$ cat src/rtl/seg_disp_arbiter.sv
// Round-robin arbiter that time-shares one 4-digit ASCII 7-segment display among NREQ string sources.
// Optional build macro PRIORITY_PREEMPT_EN: requester 0 preempts other owners and wins every arbitration.
module seg_disp_arbiter #(
  parameter int NREQ         = 4,
  parameter int HOLD_CYCLES  = 50000000,
  parameter int GUARD_CYCLES = 1000000,
  parameter int CNT_W        = 26
) (
  input  logic                 clk,
  input  logic                 rst_n,
  input  logic [NREQ-1:0]      req,
  input  logic [NREQ*32-1:0]   str_in,
  output logic [NREQ-1:0]      grant,
  output logic [31:0]          show_string,
  output logic                 disp_en,
  output logic [2:0]           owner_id
);

  localparam logic [1:0] S_IDLE  = 2'd0;
  localparam logic [1:0] S_SHOW  = 2'd1;
  localparam logic [1:0] S_GUARD = 2'd2;

  localparam logic [31:0]      BLANK      = 32'h20202020;
  localparam logic [CNT_W-1:0] HOLD_MAX   = CNT_W'(HOLD_CYCLES);
  localparam logic [CNT_W-1:0] HOLD_LAST  = CNT_W'(HOLD_CYCLES - 1);
  localparam logic [CNT_W-1:0] GUARD_LAST = CNT_W'(GUARD_CYCLES - 1);
  localparam logic [2:0]       LAST_ID    = 3'(NREQ - 1);

  logic [1:0]       state;
  logic [2:0]       rr;
  logic [CNT_W-1:0] timer;

  logic             pick_valid;
  logic [2:0]       pick_idx;
  logic [31:0]      pick_str;
  logic [31:0]      owner_str;
  logic             owner_req;
  logic             others_req;
  logic             hold_done;
  logic             release_now;

  // NOTE: every variable written in always_comb gets a default first, so no path can infer a latch.
  always_comb begin
    pick_valid = 1'b0;
    pick_idx   = 3'd0;
    for (int k = 0; k < NREQ; k++) begin
      int j;
      j = int'(rr) + k;
      if (j >= NREQ) j = j - NREQ;
      if (!pick_valid && req[j]) begin
        pick_valid = 1'b1;
        pick_idx   = 3'(j);
      end
    end
`ifdef PRIORITY_PREEMPT_EN
    if (req[0]) begin
      pick_valid = 1'b1;
      pick_idx   = 3'd0;
    end
`endif
  end

  always_comb begin
    pick_str  = BLANK;
    owner_str = BLANK;
    for (int i = 0; i < NREQ; i++) begin
      if (3'(i) == pick_idx) pick_str  = str_in[32*i +: 32];
      if (3'(i) == owner_id) owner_str = str_in[32*i +: 32];
    end
  end

  // The timer saturates at HOLD_MAX, so ">= HOLD_LAST" stays true once the hold has elapsed.
  assign owner_req  = |(req & grant);
  assign others_req = |(req & ~grant);
  assign hold_done  = (timer >= HOLD_LAST);

`ifdef PRIORITY_PREEMPT_EN
  assign release_now = !owner_req || (hold_done && others_req) || (req[0] && (owner_id != 3'd0));
`else
  assign release_now = !owner_req || (hold_done && others_req);
`endif

  // NOTE: sequential state uses non-blocking assignments so all registers update from pre-edge values.
  always_ff @(posedge clk or negedge rst_n) begin
    if (!rst_n) begin
      state       <= S_IDLE;
      rr          <= 3'd0;
      timer       <= '0;
      grant       <= '0;
      show_string <= BLANK;
      disp_en     <= 1'b0;
      owner_id    <= 3'd0;
    end else begin
      case (state)
        S_IDLE: begin
          if (pick_valid) begin
            state       <= S_SHOW;
            grant       <= NREQ'(1) << pick_idx;
            owner_id    <= pick_idx;
            disp_en     <= 1'b1;
            show_string <= pick_str;
            timer       <= '0;
          end
        end

        S_SHOW: begin
          if (release_now) begin
            state       <= S_GUARD;
            rr          <= (owner_id == LAST_ID) ? 3'd0 : 3'(owner_id + 3'd1);
            grant       <= '0;
            disp_en     <= 1'b0;
            show_string <= BLANK;
            timer       <= '0;
          end else begin
            show_string <= owner_str;
            if (timer != HOLD_MAX) timer <= timer + CNT_W'(1);
          end
        end

        S_GUARD: begin
          if (timer == GUARD_LAST) begin
            timer <= '0;
            if (pick_valid) begin
              state       <= S_SHOW;
              grant       <= NREQ'(1) << pick_idx;
              owner_id    <= pick_idx;
              disp_en     <= 1'b1;
              show_string <= pick_str;
            end else begin
              state <= S_IDLE;
            end
          end else begin
            timer <= timer + CNT_W'(1);
          end
        end

        default: state <= S_IDLE;
      endcase
    end
  end

endmodule
$ cat config.mk
export PLATFORM = sky130hd
export DESIGN_NAME = seg_disp_arbiter
export DESIGN_NICKNAME = d
export VERILOG_FILES = /design/src/rtl/seg_disp_arbiter.sv
export SDC_FILE = /design/constraint.sdc
export NUM_CORES = 1
export LEC_CHECK = 0
export ABC_AREA = 0
export BUFFER_PORTS_ARGS = -buffer_cell sky130_fd_sc_hd__buf_2
export CORE_MARGIN = 8
export CORE_UTILIZATION = 53
export CTS_CLUSTER_SIZE = 20
export DETAILED_ROUTE_END_ITERATION = 8
export HOLD_SLACK_MARGIN = 0.06
export PLACE_DENSITY = 0.9
export SLEW_MARGIN = 10
export SYNTH_ARGS = -nofsm -noshare
export SYNTH_HDL_FRONTEND = slang
export SYNTH_SLANG_ARGS = --single-unit
$ cat constraint.sdc
create_clock -name clk -period 4.4 [get_ports clk]
set_clock_uncertainty 0.15 [all_clocks]
set_input_delay 0.22 -clock clk [delete_from_list [all_inputs] [get_ports clk]]
set_output_delay 0.22 -clock clk [all_outputs]
set_load 0.01 [all_outputs]
After elaboration in Yosys (flattened, before gate mapping)
Index checks and enable logic that the tools add are counted.
{ "totals": {"regBits": 71, "in_bits": 134, "out_inout_bits": 40, "word_cells": 124} }
{ "op_classes": {"n_addsub": 9, "n_lt_le_gt_ge": 9, "eq_ne": 15, "shift": 1, "mux": 58, "bitwise_logic": 3, "reduce_logical": 22} }
{ "op_table": {"columns": ["op", "n"], "rows": [
  ["$mux W32", 15],
  ["$lt A32 B4 Y1 const B", 4],
  ["$mux W26", 4],
  ["$pmux W32 S3", 1],
  ["$pmux W26 S3", 1],
  ["$add A26 B1 Y26 const B", 1],
  ["$eq A26 B20 Y1 const B", 1],
  ["$ge A26 B26 Y1 const B", 1],
  ["$ne A26 B26 Y1 const B", 1],
  ["$mux W3", 7],
  ["$mux W1", 16],
  ["$sub A4 B3 Y5 const B", 3],
  ["$eq A2 B3 Y1 const A", 4],
  ["$ge A4 B3 Y1 const B", 3],
  ["$mux W4", 3],
  ["$pmux W4 S3", 1],
  ["$reduce_and A3 Y1", 3],
  ["$add A3 B2 Y4 const B", 2],
  ["$and A4 B4 Y4", 2],
  ["$bmux W1 S2", 4],
  ["$reduce_or A4 Y1", 2],
  ["$eq A1 B3 Y1 const A", 2],
  ["$logic_not A3 Y1", 2],
  ["$mux W2", 3],
  ["other kinds (21)", 31]
]} }

Logic depth before layout (Yosys ltp)
Gate-level depths: netlist of the first run.
{ "logic_depth": {"word_depth": 23, "ltp_mapped": 14, "ltp_nobuf": 9} }

Worst setup path before layout of the first run
Ideal clock, no wire load.
{ "synth_path": {"path_type": "flip-flop to flip-flop", "startpoint": "register rr[1]", "endpoint": "register show_string[3]", "setup_time_ns": 0.084, "arrival_time_ns": 2.960, "t_required_ns": 4.166, "setup_slack_ns": 1.207, "path_stages_with_launch": 13, "path_buffers": 3, "period_less_slack_ns": 3.193, "path_cell_list": "dfrtp_1 > clkbuf_1 > inv_1 > ha_1 > buf_6 > mux4_2 > clkinv_2 > a32oi_1 > o31a_1 > buf_6 > o211a_1 > or4_4 > a41oi_2"} }
{ "synth_between": {"elab_chain_len": 23, "word_cells_on_any_way": 52, "classes_between": "add/sub: 7; order compare: 4; eq/ne: 3; mux: 31; reduce/logical: 7"} }
{ "synth_rtl": {"columns": ["element", "line", "text"], "rows": [
  ["from (decl)", "30", "logic [2:0] rr;"],
  ["from (signal assigned)", "109", "rr <= (owner_id == LAST_ID) ? 3'd0 : 3'(owner_id + 3'd1);"],
  ["parallel branches: the longest is 20 deep, another holds $sub A4 B3 Y5", null, null],
  ["$mux W32 *", "96, 123", null],
  ["$mux W32", "121", "if (timer == GUARD_LAST) begin"],
  ["$pmux W32 S3 *", "94", "case (state)"],
  ["to (signal assigned)", "101", "show_string <= pick_str;"],
  ["to (signal assigned)", "115", "show_string <= owner_str;"],
  ["to (signal assigned)", "128", "show_string <= pick_str;"],
  ["to (decl)", "14", "output logic [31:0] show_string,"]
]} }
Every way passes the cells marked *. The select of a mux whose other input is x is not followed.
A chain may end at the register's enable or synchronous reset.

Worst setup path after layout of the first run
{ "layout_path": {"startpoint": "register rr[1]", "endpoint": "register show_string[4]"} }
Same word-level chain as after synthesis.

==> results of run 1 <==
==> layout by cell type (no fill, tap or decap), types with 8 or more instances in the layout <==
cell type	n
nand4_1	8
o21ai_0	50
o21ai_1	18
clkbuf_8	11
a221o_1	28
mux2i_1	9
ha_1	11
dfrtp_1	67
dlygate4sd3_1	35
nand3_1	11
buf_2	172
o211ai_1	28
and3_1	15
o31ai_1	21
a311oi_1	13
nand2_1	42
nor3_1	24
inv_1	27
buf_4	16
nor2b_1	13
mux2_2	21
nor2_1	55
a21oi_1	19
a221oi_1	14
a31oi_1	18
==> where the power goes <==
| part | internal [W] | switching (W) | total, W |
|---|---|---|---|
| combinational | 0.00165 | 0.00230 | 0.00395 |
| sequential | 0.000901 | 0.000160 | 0.00106 |
| clock | 0.000350 | 0.000282 | 0.000631 |
| total | 0.00290 | 0.00274 | 0.00564 |
==> area by class of cell <==
class / instances / area [um^2] / share of cell area
Timing Repair Buffer: 224 / 1350 / 0.183
Tap cell: 140 / 175 / 0.0237
Sequential cell: 71 / 1780 / 0.241
Clock inverter: 5 / 80.1 / 0.0109
Antenna cell: 2 / 5.00 / 0.000678
Inverter: 28 / 106 / 0.0144
Clock buffer: 11 / 151 / 0.0205
Multi-Input combinational cell: 529 / 3730 / 0.505
==> how the worst max path moves through the flow <==
stage	from	end	slack [ps]	cells past startpoint
2_1_floorplan	rr[1]$_DFFE_PN0P_	show_string[3]$_DFFE_PN0P_	1210	12
3_3_place_gp	rr[1]$_DFFE_PN0P_	show_string[23]$_DFFE_PN0P_	690	10
3_5_place_dp	rr[1]$_DFFE_PN0P_	show_string[14]$_DFFE_PN0P_	570	10
4_1_cts	rr[1]$_DFFE_PN0P_	show_string[10]$_DFFE_PN0P_	70	10
5_1_grt	rr[1]$_DFFE_PN0P_	show_string[4]$_DFFE_PN0P_	30	11
6_report	rr[1]$_DFFE_PN0P_	show_string[4]$_DFFE_PN0P_	170	11
==> synth_stat cells (all sizes together) (7+ instances only) <==
master	number
mux2	21
a31oi	18
nor2	58
mux2i	9
nand3	12
o31ai	22
a22o	7
nand4	8
and3	16
nor2b	15
nor3	24
a41oi	14
a221o	28
ha	12
nand2	42
o211ai	28
buf	34
dfrtp	67
a21oi	19
clkbuf	31
a311oi	13
a221oi	15
o21ai	75
inv	27
==> cell families (layout without fill, tap and decap cells) <==
logic type / Yosys count / in the layout
other: 0 / 2
DFF: 71 / 71
buffers and inverters: 93 / 268
adders and majority gates: 12 / 12
and+or+nand+nor: 212 / 212
xor gates and xnor gates: 1 / 1
AOI/OAI and AO/OA: 270 / 270
muxes: 34 / 34
==> worst min-delay path: cells and delay by family <==
family                 cells  cell delay, ps
AO/OA/AOI/OAI              2             240
buffers and inverters      1              90
==> sequential cells by signal, summed over array words and instances (netlist names) <==
signal       cells
show_string     32
state            2
timer           26
grant            4
rr               3
owner_id         3
disp_en          1
==> layer usage <==
layer / part of all wire / GRT usage / vias to the layer above
met5: 0 / 0 / -
met4: 0.046 / 0.152 / 0
met3: 0.095 / 0.0680 / 108
met2: 0.47 / 0.456 / 477
met1: 0.39 / 0.348 / 3206
li1: - / - / 3038
==> stage by stage <==
stage	utilization	setup slack, ps
after floorplan	-	1210
after global placement	0.623	689
after detailed placement	0.623	573
after CTS	0.676	74.5
after global routing	0.677	26.5
final	0.678	174
==> repair_timing <==
item,CTS,global route
setup endpoints to repair,0,8
hold buffers,35,0
resized for setup,0,5
endpoints found under the hold margin,93,0
==> impl_metrics.json, run 1 <==
{
  "track_usage": 0.284,
  "cts_tree": "done",
  "synth_edf_count": 0,
  "core-area_um2": 10900,
  "status": "finished, final reports clean",
  "die_x_um": 122,
  "hold_start": "str_in[83]",
  "post_cts_buffers": 0,
  "crit_arrival_ps": 4340,
  "numCtsBuffers": 9,
  "synthCells": 693,
  "synthSimpleGateAreaFrac": 0.183,
  "instances_no_fill": 1010,
  "num_vias": 6829,
  "area_delta_synth_final_pct": 24.7,
  "synthMuxAreaShare": 0.0704,
  "cp_cell_sequence": "inv_1 > ha_2 > mux4_2 > nor2_1 > o221a_4 > nor2_2 > buf_4 > and4_2 > a221oi_1 > a31oi_1 > dlygate4sd3_1",
  "synth_area_um2": 5920,
  "insertion_delay_ps": 360,
  "synth_xor_area_frac": 0.00148,
  "placed_area_um2": 6780,
  "drv_cap": 0,
  "synth_flop_cell": "dfrtp_1",
  "min_to": "show_string[19]$_DFFE_PN0P_",
  "drcViolationCount": 0,
  "clk_transition_reported_paths_ps": 90,
  "start_kind": "register",
  "ant_nets": 0,
  "worstMarginPinSlew_ps": 1280,
  "io_buffers": 173,
  "grt_overflow": 0,
  "die_y_um": 122,
  "die_area_um2": 14800,
  "dp.cells": 957,
  "setup_tns_ps": 0,
  "yosys.area.top_type_share": 0.283,
  "critPathKind": "reg2reg",
  "path_buf_inv": 3,
  "finalPower_w": 0.00564,
  "grt_pass1_vias": 6755,
  "slew-limit-headroom": 0.148,
  "antenna_found_initial": 0,
  "routedWlPerCell_um": 21.5,
  "root_buffer": "clkbuf_8",
  "path_max_fanout": 15,
  "place.gp.congestion": 0.885,
  "layout-drive-gt1-share": 0.310,
  "synth_top_family_by_area": "compound AO/OA/AOI/OAI gates",
  "r2r-start": "rr[1]$_DFFE_PN0P_",
  "total_leakage_power_nw": 3.15,
  "rsz0062_at_grt": "false",
  "drt_first_pass_iters": 6,
  "cp.required_ps": 4510,
  "setup_viol": 0,
  "synth-adder-area-share": 0.0254,
  "routed_via_density": 6.76,
  "syn_nets": 839,
  "fmax_ghz": 0.237,
  "fin_crit_sh": 0.960,
  "holdWs_ps": 66.2,
  "first_iter_violations": 1017,
  "power_density_nw_per_um2": 765,
  "hold_viol_final": 0,
  "reg2reg_depth": 11,
  "cts_max_path_buffers": 2,
  "wirelength_um": 21700,
  "num_io_pins": 174,
  "critPathCaptureType": "register",
  "peakVddDrop_uv": 451,
  "dp_hpwl_um": 14600,
  "worst_r2r_endpoint": "show_string[4]$_DFFE_PN0P_",
  "ys_warn_count": 0,
  "min_path_cells": 3,
  "regToRegSetupSlack_ps": 170,
  "min_path_type": "in2reg",
  "clkSinkCount": 71,
  "yosysSeqAreaShare": 0.301,
  "synthTopCellsByArea": "dfrtp_1, a221o_1, o21ai_0",
  "synth_compound_area_frac": 0.344,
  "final_area_um2": 7380,
  "cpPeakStageDelay_ps": 610,
  "grt_pass1_wl_um": 34000,
  "synth.avg_cell_area_um2": 8.54,
  "nets": 1009,
  "drv_slew": 0,
  "critPathTopFamily": "buffers and inverters",
  "start_util": 0.544,
  "async_flop_share": 1.00,
  "slowest_stage": "mux4_2",
  "nFillCells": 879,
  "row_count": 38,
  "htreeDepth": 3,
  "yosysTopAreaCell": "dfrtp_1",
  "fin_crit_ps": 4230,
  "synth_seq_cells": 71,
  "synth.distinct_cells": 69,
  "grt_max_degree": 72
}
Note: power is estimated with default switching activity, not from simulation.
==> run 2, diff against run 1 <==
- CORE_UTILIZATION: 53 -> 54
- CTS_BUF_LIST: default -> sky130_fd_sc_hd__clkbuf_4
- PLACE_DENSITY: 0.9 -> 0.82
==> impl_metrics.json, run 2 (synthesis results as in run 1) <==
{
  "die_x_um": 121,
  "row_count": 38,
  "drt_first_pass_iters": 7,
  "cts_tree": "done",
  "largest_register": "show_string",
  "fin_ws_ps": 219,
  "clk_transition_reported_paths_ps": 140,
  "grt_max_degree": 48,
  "num_io_pins": 174,
  "instances_no_fill": 1055,
  "wirelength_um": 23200,
  "critPathKind": "reg2reg",
  "ant_nets": 0,
  "rsz0062_at_grt": "false",
  "start_kind": "register",
  "first_iter_violations": 963,
  "die_y_um": 121,
  "pre_cts_ws_ps": 450,
  "drcViolationCount": 0,
  "drv_cap": 0,
  "die_area_um2": 14600,
  "hold_viol_final": 0,
  "fin_crit_sh": 0.950,
  "core-area_um2": 10700,
  "fin_crit_ps": 4180,
  "setup_viol": 0,
  "grt_pass1_wl_um": 37300,
  "grt_overflow": 0,
  "cp-startpoint": "rr[1]$_DFFE_PN0P_",
  "r2r-start": "rr[1]$_DFFE_PN0P_",
  "holdWs_ps": 86.2,
  "clkSinkCount": 71,
  "status": "finished, final reports clean",
  "cp.required_ps": 4650,
  "track_usage": 0.316,
  "critPathCaptureType": "register",
  "path_max_fanout": 27,
  "nets": 1052,
  "antenna_found_initial": 4,
  "layout-drive-gt1-share": 0.292,
  "largest_register_ffs": 32,
  "htreeDepth": 3,
  "fmax_ghz": 0.239,
  "place.gp.congestion": 0.947,
  "most-common-layout-cells": "buf_2, dlygate4sd3_1, dfrtp_1, nor2_1, o21ai_0",
  "num_vias": 7286,
  "area_delta_synth_final_pct": 30.7,
  "hold_start": "str_in[5]",
  "final_common_cell": "buf_2",
  "numCtsBuffers": 9,
  "io_buffers": 173,
  "routedWlPerCell_um": 22.0,
  "setup_tns_ps": 0,
  "crit_arrival_ps": 4430,
  "insertion_delay_ps": 460,
  "dp.cells": 957,
  "min_path_type": "in2reg",
  "drv_slew": 0,
  "root_buffer": "clkbuf_4",
  "worstMarginPinSlew_ps": 1400,
  "total_leakage_power_nw": 3.27,
  "routed_via_density": 6.91,
  "slew-limit-headroom": 0.0616,
  "finalPower_w": 0.00575,
  "start_util": 0.551,
  "peakVddDrop_uv": 515,
  "top_regs": "show_string: 32 flops, timer: 26 flops, grant: 4 flops",
  "power_density_nw_per_um2": 744,
  "dp_hpwl_um": 15300,
  "grt_pass1_vias": 7270,
  "cts_max_path_buffers": 2
}
-- run 2: metrics by stage --
stage / cell area (um^2) / util
5_1_grt: 7740 / 0.720
2_1_floorplan: 5920 / -
3_3_place_gp: 6770 / 0.630
3_5_place_dp: 6770 / 0.630
4_1_cts: 7710 / 0.718
6_report: 7740 / 0.720
-- run 2: worst paths after layout --
kind | to | slack, ps | cells past startpoint
setup / recovery | show_string[17]$_DFFE_PN0P_ | 220 | 12
hold / removal | show_string[5]$_DFFE_PN1P_ | 90 | 4
setup reg to reg | show_string[17]$_DFFE_PN0P_ | 220 | 12
hold reg to reg | rr[2]$_DFFE_PN0P_ | 380 | 2
max in group asynchronous | rr[1]$_DFFE_PN0P_ | 2790 | 3
min in group asynchronous | show_string[18]$_DFFE_PN0P_ | 240 | 2
-- run 2: metal layers --
layer	share of wire	global-route usage	vias to the layer above
met1	0.37	0.379	3405
met4	0.056	0.202	0
li1	-	-	3129
met3	0.096	0.0769	166
met5	0	0	-
met2	0.48	0.502	586
-- run 2: layout make-up --
class                      instances  area (um^2)
timing repair buffer             267         1770
inverter                          28          106
fill                             813         3010
clock buffer                       9         67.6
sequential                        71         1780
multi-input combinational        529         3730
clock inverter                     7         97.6
antenna                            4         10.0
tap                              140          175
-- run 2: report_power, final --
part	leakage [nW]	switching, W	total (W)	internal, W
clock	0.0821	0.000275	0.000505	0.000231
sequential	0.900	0.000161	0.00106	0.000900
combinational	2.29	0.00236	0.00419	0.00182
total	3.27	0.00280	0.00575	0.00295
-- run 2: timing repair --
item                                    in CTS  in global routing
hold buffers                                78                  0
endpoints found under the setup margin       0                 17
resized for setup                            0                  4
endpoints found under the hold margin       63                  0
buffers inserted                             0                  0
-- run 2: critical path, stage by stage, from the launching register on --
cell and delay (ps):
dfrtp_2 460, inv_1 120, ha_2 470, mux4_2 600, nor2_1 170, o221a_4 320
or2_1 140, buf_4 230, and4_1 240, buf_6 270, o21ai_0 150, a41oi_1 240
dlygate4sd3_1 580
